$ cat src/rtl/time_of_day_counter.sv
// BCD hh:mm:ss time-of-day counter advanced by a synchronised 1 Hz strobe; time updates 3 clk_50MHz edges after clk_1Hz rises.
// Loads and carry pulses are registered. Optional alarm compare is built only when TOD_ALARM_EN is defined.
module time_of_day_counter (
  input  logic       clk_50MHz,
  input  logic       reset,
  input  logic       clk_1Hz,
  input  logic       run,
  input  logic       load_en,
  input  logic [7:0] load_hh,
  input  logic [7:0] load_mm,
  input  logic [7:0] load_ss,
  output logic [7:0] hh,
  output logic [7:0] mm,
  output logic [7:0] ss,
  output logic       sec_tick,
  output logic       min_carry,
  output logic       day_wrap,
  output logic       load_err
`ifdef TOD_ALARM_EN
  ,
  input  logic       alarm_set,
  input  logic       alarm_ack,
  output logic       alarm
`endif
);

  logic       s1, s2, s3;
  logic       tick, tick_adv;
  logic       ss_wrap, mm_wrap, hh_wrap;
  logic [7:0] ss_n, mm_n, hh_n;
  logic       load_ok, load_rej;

  function automatic logic [7:0] bcd_inc(input logic [7:0] v);
    if (v[3:0] == 4'd9) bcd_inc = {v[7:4] + 4'd1, 4'h0};
    else                bcd_inc = {v[7:4], v[3:0] + 4'd1};
  endfunction

  // With both nibbles <= 9 the packed BCD value orders the same as its decimal value.
  function automatic logic bcd_ok(input logic [7:0] v, input logic [7:0] max);
    bcd_ok = (v[7:4] <= 4'd9) && (v[3:0] <= 4'd9) && (v <= max);
  endfunction

  assign tick     = s2 & ~s3;
  assign tick_adv = tick & run & ~load_en;
  assign ss_wrap  = (ss == 8'h59);
  assign mm_wrap  = (mm == 8'h59);
  assign hh_wrap  = (hh == 8'h23);
  assign load_ok  = bcd_ok(load_hh, 8'h23) && bcd_ok(load_mm, 8'h59) && bcd_ok(load_ss, 8'h59);

  always_comb begin
    ss_n = bcd_inc(ss);
    mm_n = mm;
    hh_n = hh;
    if (ss_wrap) begin
      ss_n = 8'h00;
      mm_n = mm_wrap ? 8'h00 : bcd_inc(mm);
      if (mm_wrap) hh_n = hh_wrap ? 8'h00 : bcd_inc(hh);
    end
  end

`ifdef TOD_ALARM_EN
  logic       alarm_ok;
  logic       armed;
  logic [7:0] alarm_hh, alarm_mm;

  assign alarm_ok = bcd_ok(load_hh, 8'h23) && bcd_ok(load_mm, 8'h59);
  assign load_rej = (load_en & ~load_ok) | (alarm_set & ~alarm_ok);

  always_ff @(posedge clk_50MHz) begin
    if (reset) begin
      armed    <= 1'b0;
      alarm_hh <= 8'h00;
      alarm_mm <= 8'h00;
      alarm    <= 1'b0;
    end else begin
      if (alarm_set && alarm_ok) begin
        armed    <= 1'b1;
        alarm_hh <= load_hh;
        alarm_mm <= load_mm;
      end
      // Match can only occur on a minute rollover, so it must win over the min_carry clear.
      if (armed && tick_adv && ss_wrap && hh_n == alarm_hh && mm_n == alarm_mm)
        alarm <= 1'b1;
      else if (alarm_ack || (tick_adv && ss_wrap))
        alarm <= 1'b0;
    end
  end
`else
  assign load_rej = load_en & ~load_ok;
`endif

  always_ff @(posedge clk_50MHz) begin
    if (reset) begin
      s1        <= 1'b0;
      s2        <= 1'b0;
      s3        <= 1'b0;
      hh        <= 8'h00;
      mm        <= 8'h00;
      ss        <= 8'h00;
      sec_tick  <= 1'b0;
      min_carry <= 1'b0;
      day_wrap  <= 1'b0;
      load_err  <= 1'b0;
    end else begin
      s1        <= clk_1Hz;
      s2        <= s1;
      s3        <= s2;
      sec_tick  <= 1'b0;
      min_carry <= 1'b0;
      day_wrap  <= 1'b0;
      load_err  <= load_rej;
      if (load_en) begin
        if (load_ok) begin
          hh <= load_hh;
          mm <= load_mm;
          ss <= load_ss;
        end
      end else if (tick_adv) begin
        hh        <= hh_n;
        mm        <= mm_n;
        ss        <= ss_n;
        sec_tick  <= 1'b1;
        min_carry <= ss_wrap;
        day_wrap  <= ss_wrap & mm_wrap & hh_wrap;
      end
    end
  end

endmodule

$ cat config.mk
export PLATFORM = sky130hd
export DESIGN_NAME = time_of_day_counter
export DESIGN_NICKNAME = d
export VERILOG_FILES = /design/src/rtl/time_of_day_counter.sv
export SDC_FILE = /design/constraint.sdc
export NUM_CORES = 1
export LEC_CHECK = 0
export CAP_MARGIN = 15
export CORE_ASPECT_RATIO = 1.4
export CORE_MARGIN = 2
export CORE_UTILIZATION = 35
export CTS_CLUSTER_SIZE = 25
export DETAILED_ROUTE_END_ITERATION = 8
export GPL_ROUTABILITY_DRIVEN = 0
export GPL_TIMING_DRIVEN = 0
export PLACE_DENSITY = 0.63
export SLEW_MARGIN = 0
export SYNTH_ARGS = -nofsm -noshare
export SYNTH_HDL_FRONTEND = slang
export SYNTH_SLANG_ARGS = --single-unit
$ cat constraint.sdc
create_clock -name clk_50MHz -period 2.51 [get_ports clk_50MHz]
set_input_delay 0.6275 -clock clk_50MHz [delete_from_list [all_inputs] [get_ports clk_50MHz]]
set_output_delay 0.6275 -clock clk_50MHz [all_outputs]
set_load 0.03 [all_outputs]
# After elaboration in Yosys (flattened, before gate mapping)
# Index checks and enable logic that the tools add are counted.
[op_classes]
addsub = 6
n_lt_le_gt_ge = 9
n_eq_ne = 7
mux = 19
bitwise = 10
n_reduce_logical = 22
[ops]
columns = ["cell", "n"]
rows = [
  ["two-way mux 8 bit", 18],
  ["adder 4 x 1 -> 4 bit, second input constant", 6],
  ["less-or-equal comparator 4 bit, second input constant", 6],
  ["equality test 8 x 7 -> 1 bit, second input constant", 2],
  ["less-or-equal comparator 8 x 7 -> 1 bit, second input constant", 2],
  ["equality test 4 bit, second input constant", 3],
  ["nonzero test 3 bit", 3],
  ["equality test 8 x 6 -> 1 bit, second input constant", 1],
  ["less-or-equal comparator 8 x 6 -> 1 bit, second input constant", 1],
  ["logical AND 1 bit", 8],
  ["AND reduction 4 bit", 2],
  ["bitwise AND 1 bit", 6],
  ["AND reduction 3 bit", 2],
  ["nonzero test 2 bit", 3],
  ["AND reduction 5 bit", 1],
  ["inverter 1 bit", 4],
  ["OR reduction 3 bit", 1],
  ["inequality test 2 x 1 -> 1 bit, second input constant", 1],
  ["AND reduction 2 bit", 1],
  ["OR reduction 2 bit", 1],
  ["two-way mux 1 bit", 1],
]
[word_totals]
register_bits = 31
input_bits = 29
output_inout_bits = 28
elab_cells = 86

# Longest topological paths before layout
[depth]
ltp_word = 7
depth_mapped = 8
depth_no_buf = 7

# Least setup slack after synthesis
# Ideal clock, no wire load.
[synth_path]
path_type = "input -> register"
startpoint = "input port load_en"
endpoint = "register mm[7]"
setup_ns = 0.130
arrival_ns = 1.907
required_time_ns = 2.380
slack_ns = 0.473
cell_stages = 7
path_buffers = 2
path_cell_list = "buf_6 > nand4bb_4 > buf_6 > nor3_1 > a21oi_2 > a2111oi_4 > nor3_2"
[synth_via]
elab_chain_cells = 4
word_cells_on_any_way = 8
classes_between = "eq/ne (1); mux (1); bitwise (2); reduce/logical (4)"
[synth_lines]
columns = ["item", "line_no", "rtl"]
rows = [
  ["start, declared", "8", "input logic load_en,"],
  ["inverter 1 bit", "44", "assign tick_adv = tick & run & ~load_en;"],
  ["bitwise AND 1 bit", "44", ""],
  ["nonzero test 2 bit (no source line)", "--", ""],
  ["AND reduction 4 bit (no source line)", "--", ""],
  ["end signal, assigned", "115", "mm <= load_mm;"],
  ["end signal, assigned", "120", "mm <= mm_n;"],
  ["end, declared", "13", "output logic [7:0] mm,"],
]
# Parallel ways exist; a longest one is shown, timed or not.
# A chain may end at the register's enable or synchronous reset.

# Worst setup path in the final report
[layout_path]
startpoint = "input port load_hh[5]"
endpoint = "register mm[1]"
[layout_via]
elab_chain_cells = 7
word_cells_on_any_way = 8
classes_between = "order compare (2); eq/ne (1); reduce/logical (5)"
[layout_lines]
columns = ["item", "line_no", "rtl"]
rows = [
  ["start, declared", "9", "input logic [7:0] load_hh,"],
  ["branches (longest 2 deep; another with less-or-equal comparator 8 x 6 -> 1 bit)", "--", ""],
  ["logical AND 1 bit (*)", "40", "bcd_ok = (v[7:4] <= 4'd9) && (v[3:0] <= 4'd9) && (v <= max);"],
  ["logical AND 1 bit (*) (2 in a row)", "48", "assign load_ok = bcd_ok(load_hh, 8'h23) && bcd_ok(load_mm, 8'h59) && bcd_ok(load_ss, 8'h59);"],
  ["inequality test 2 x 1 -> 1 bit (no source line) (*)", "--", ""],
  ["AND reduction 3 bit (no source line) (*)", "--", ""],
]
# Every way passes the cells marked *.

==> impl_metrics.env <==
export IMPL_dpl_cell_count=358
export IMPL_ys_seq_area_share_pct=30.9
export IMPL_worstSetupPathType="primary input to register"
export IMPL_setup_viol=0
export IMPL_drt_wl_total_um=6090
export IMPL_worst_slew_pin_transition_ns=0.630
export IMPL_crit_buf_inv=1
export IMPL_clk_latency_ns=0.28
export IMPL_grt_pass1_vias=2009
export IMPL_cp_slowest_cell="clkdlybuf4s50_1"
export IMPL_fin_area_um2=2750
export IMPL_grt_overflow_total=0
export IMPL_clock_path_buffers=2
export IMPL_slew_viol_final=0
export IMPL_place_hpwl_um=4560
export IMPL_ys_flop_type="dfxtp_1"
export IMPL_synth_distinct_cells=60
export IMPL_final_cell_count_no_fill=368
export IMPL_syn2layout_area_growth_pct=36.7
export IMPL_fin_hold_ws_ns=0.447
export IMPL_grt_total_usage_pct=20.5
export IMPL_grt_pass1_wl_um=9960
export IMPL_num_antenna_cells=0
export IMPL_path_depth=6
export IMPL_setup_tns_ns=0
export IMPL_start_util_pct=36.4
export IMPL_reg2reg_to="mm[7]"
export IMPL_post_route_util_pct=49.8
export IMPL_required_ns=2.65
export IMPL_drive_gt1_share_pct=10.0
export IMPL_synth_edf_count=0
export IMPL_wl_per_cell_um=16.5
export IMPL_clockRootBuffer="clkbuf_8"
export IMPL_numCtsBuffers=5
export IMPL_max_stage_delay_ns=0.49
export IMPL_antenna_found_initial=0
export IMPL_worstHoldPathType="register to register"
export IMPL_dieWidth_um=68.1
export IMPL_die_area_um2=6380
export IMPL_startpoint_type="primary input"
export IMPL_finalHoldViolCount=0
export IMPL_clock_sinks=31
export IMPL_ant_nets=0
export IMPL_cp_top_family="compound AO/OA/AOI/OAI gates"
export IMPL_setup_slack_ns=0.103
export IMPL_timing_critical_path_from="load_hh[5]"
export IMPL_rsz0062_at_grt="false"
export IMPL_drv_cap=0
export IMPL_synth_cells=236
export IMPL_endpoint_kind="register"
export IMPL_dr_pass1_iters=4
export IMPL_viasPerCell=5.76
export IMPL_yosys_warnings=0
export IMPL_p_total_mw=1.03
export IMPL_status="finished, final reports clean"
export IMPL_cp_max_fo=8
export IMPL_synth_seq_cells=31
export IMPL_vias=2121
export IMPL_cp_arrival_ns=2.54
export IMPL_period_share_pct=95.9
export IMPL_dp_slack_ns=-0.290
export IMPL_final_nets=338
export IMPL_reg2reg_from="ss[4]"
export IMPL_async_reset_ff_share_pct=0
export IMPL_drc=0
export IMPL_fmax_mhz=415
export IMPL_ir_drop_mv=0.269
export IMPL_dpl_cell_area_um2=2640
export IMPL_power_leakage_nw=0.952
export IMPL_die_h_um=93.7
export IMPL_endpoint="mm[1]"
export IMPL_synth_area_um2=2010
export IMPL_path_clk_slew_ns=0.07
export IMPL_slew_headroom_pct=58.0
export IMPL_path_cells="clkdlybuf4s50_1 -> o22a_1 -> o22ai_1 -> nand3_2 -> a221oi_1 -> a311oi_1"
export IMPL_tritoncts="done"
export IMPL_worst_r2r_setup_slack_ns=0.45
export IMPL_cellPowerDensity_nw_per_um2=373
export IMPL_cts_max_level=2
export IMPL_avgSynthCellArea_um2=8.52
export IMPL_syn_nets=275
export IMPL_coreArea_um2=5530
export IMPL_pin_count=57
export IMPL_portBuffers=54
export IMPL_finalCriticalPeriod_ns=2.41
export IMPL_ff2ff_path_depth=6
export IMPL_clock_skew_ns=0.00772
export IMPL_drt_iter0_drc=175
export IMPL_num_rows=32
export IMPL_grt_max_degree=11
## flip-flops by register name, summed over array words and instances (netlist names)
register	count
ss	8
s1	1
mm	8
load_err	1
min_carry	1
hh	8
s2	1
sec_tick	1
day_wrap	1
s3	1
## worst min path at each step
stage               startpoint  endpoint  cells after the start
global placement            s1        s2                      1
detailed placement          s1        s2                      1
finish                      s1        s2                      1
global route                s1        s2                      1
floorplan                   s1        s2                      1
CTS                         s1        s2                      1
## cells in the mapped netlist (all sizes together), types with 5 or more instances
cell type  count  area [um2]
clkbuf         7        26.3
nand2         16        60.1
nor2b          5        31.3
nor2          18        67.6
a211oi         5        37.5
nand3         12        60.1
buf            5        50.0
ha            10         125
o21ai         15        90.1
a21oi         18        93.8
nor3          18         106
inv            8        30.0
dfxtp         31         621
## repair_timing
action	CTS	global route
pin swaps	0	1
setup endpoints to repair	1	11
cloned	0	0
hold buffers	0	0
setup buffers	0	2
gates resized for setup	1	2
## where the power goes
group          leakage [nW]  switching, mW  internal [mW]  total (mW)
sequential            0.250        0.00361          0.496       0.500
clock                0.0422          0.193          0.195       0.388
combinational         0.659         0.0733         0.0650       0.138
total                 0.952          0.270          0.756        1.03
## per-layer routing
metal	GRT usage (%)	wire length [um]	vias up
met1	26.8	2590	1036
met4	6.17	78	0
met5	0	0	-
met2	33.8	3120	61
met3	3.24	295	6
li1	-	-	1018
## layout by cell type (no fill, tap or decap), types with 4 or more instances in the layout
| cell | Yosys | routed |
|---|---|---|
| buf_6 | 4 | 4 |
| nor2_1 | 18 | 18 |
| clkdlybuf4s50_1 | 0 | 54 |
| dfxtp_1 | 31 | 31 |
| a221oi_1 | 4 | 4 |
| a211oi_1 | 5 | 5 |
| nand3_1 | 12 | 11 |
| clkbuf_1 | 7 | 9 |
| a21oi_1 | 17 | 17 |
| o21ai_0 | 13 | 13 |
| clkbuf_8 | 0 | 5 |
| nand2_1 | 16 | 16 |
| nor3_1 | 16 | 16 |
| xor2_1 | 4 | 4 |
| inv_1 | 8 | 8 |
| nor2b_1 | 5 | 5 |
| ha_1 | 10 | 10 |
## cell families (layout without fill, tap and decap cells)
| family | after synthesis | in the layout | share of synthesized area [%] |
|---|---|---|---|
| XOR/XNOR | 4 | 4 | 1.74 |
| flip-flops | 31 | 31 | 30.9 |
| buffers and inverters | 21 | 85 | 5.48 |
| AND/OR/NAND/NOR | 97 | 97 | 28.8 |
| adder cells (fa/ha/maj) | 10 | 10 | 6.22 |
| AO/OA/AOI/OAI | 71 | 71 | 26.0 |
| multiplexers | 2 | 2 | 0.996 |
## final cells by class
cell class	count	area (um2)
clock inverters	1	5.00
plain buffers	12	76.3
fillers	564	2780
inverters	9	33.8
flip-flops and latches	31	621
multi-input cells	184	1300
well taps	68	85.1
repair buffers	56	556
clock buffers	7	76.3
Power figures use the tool's default switching activity.
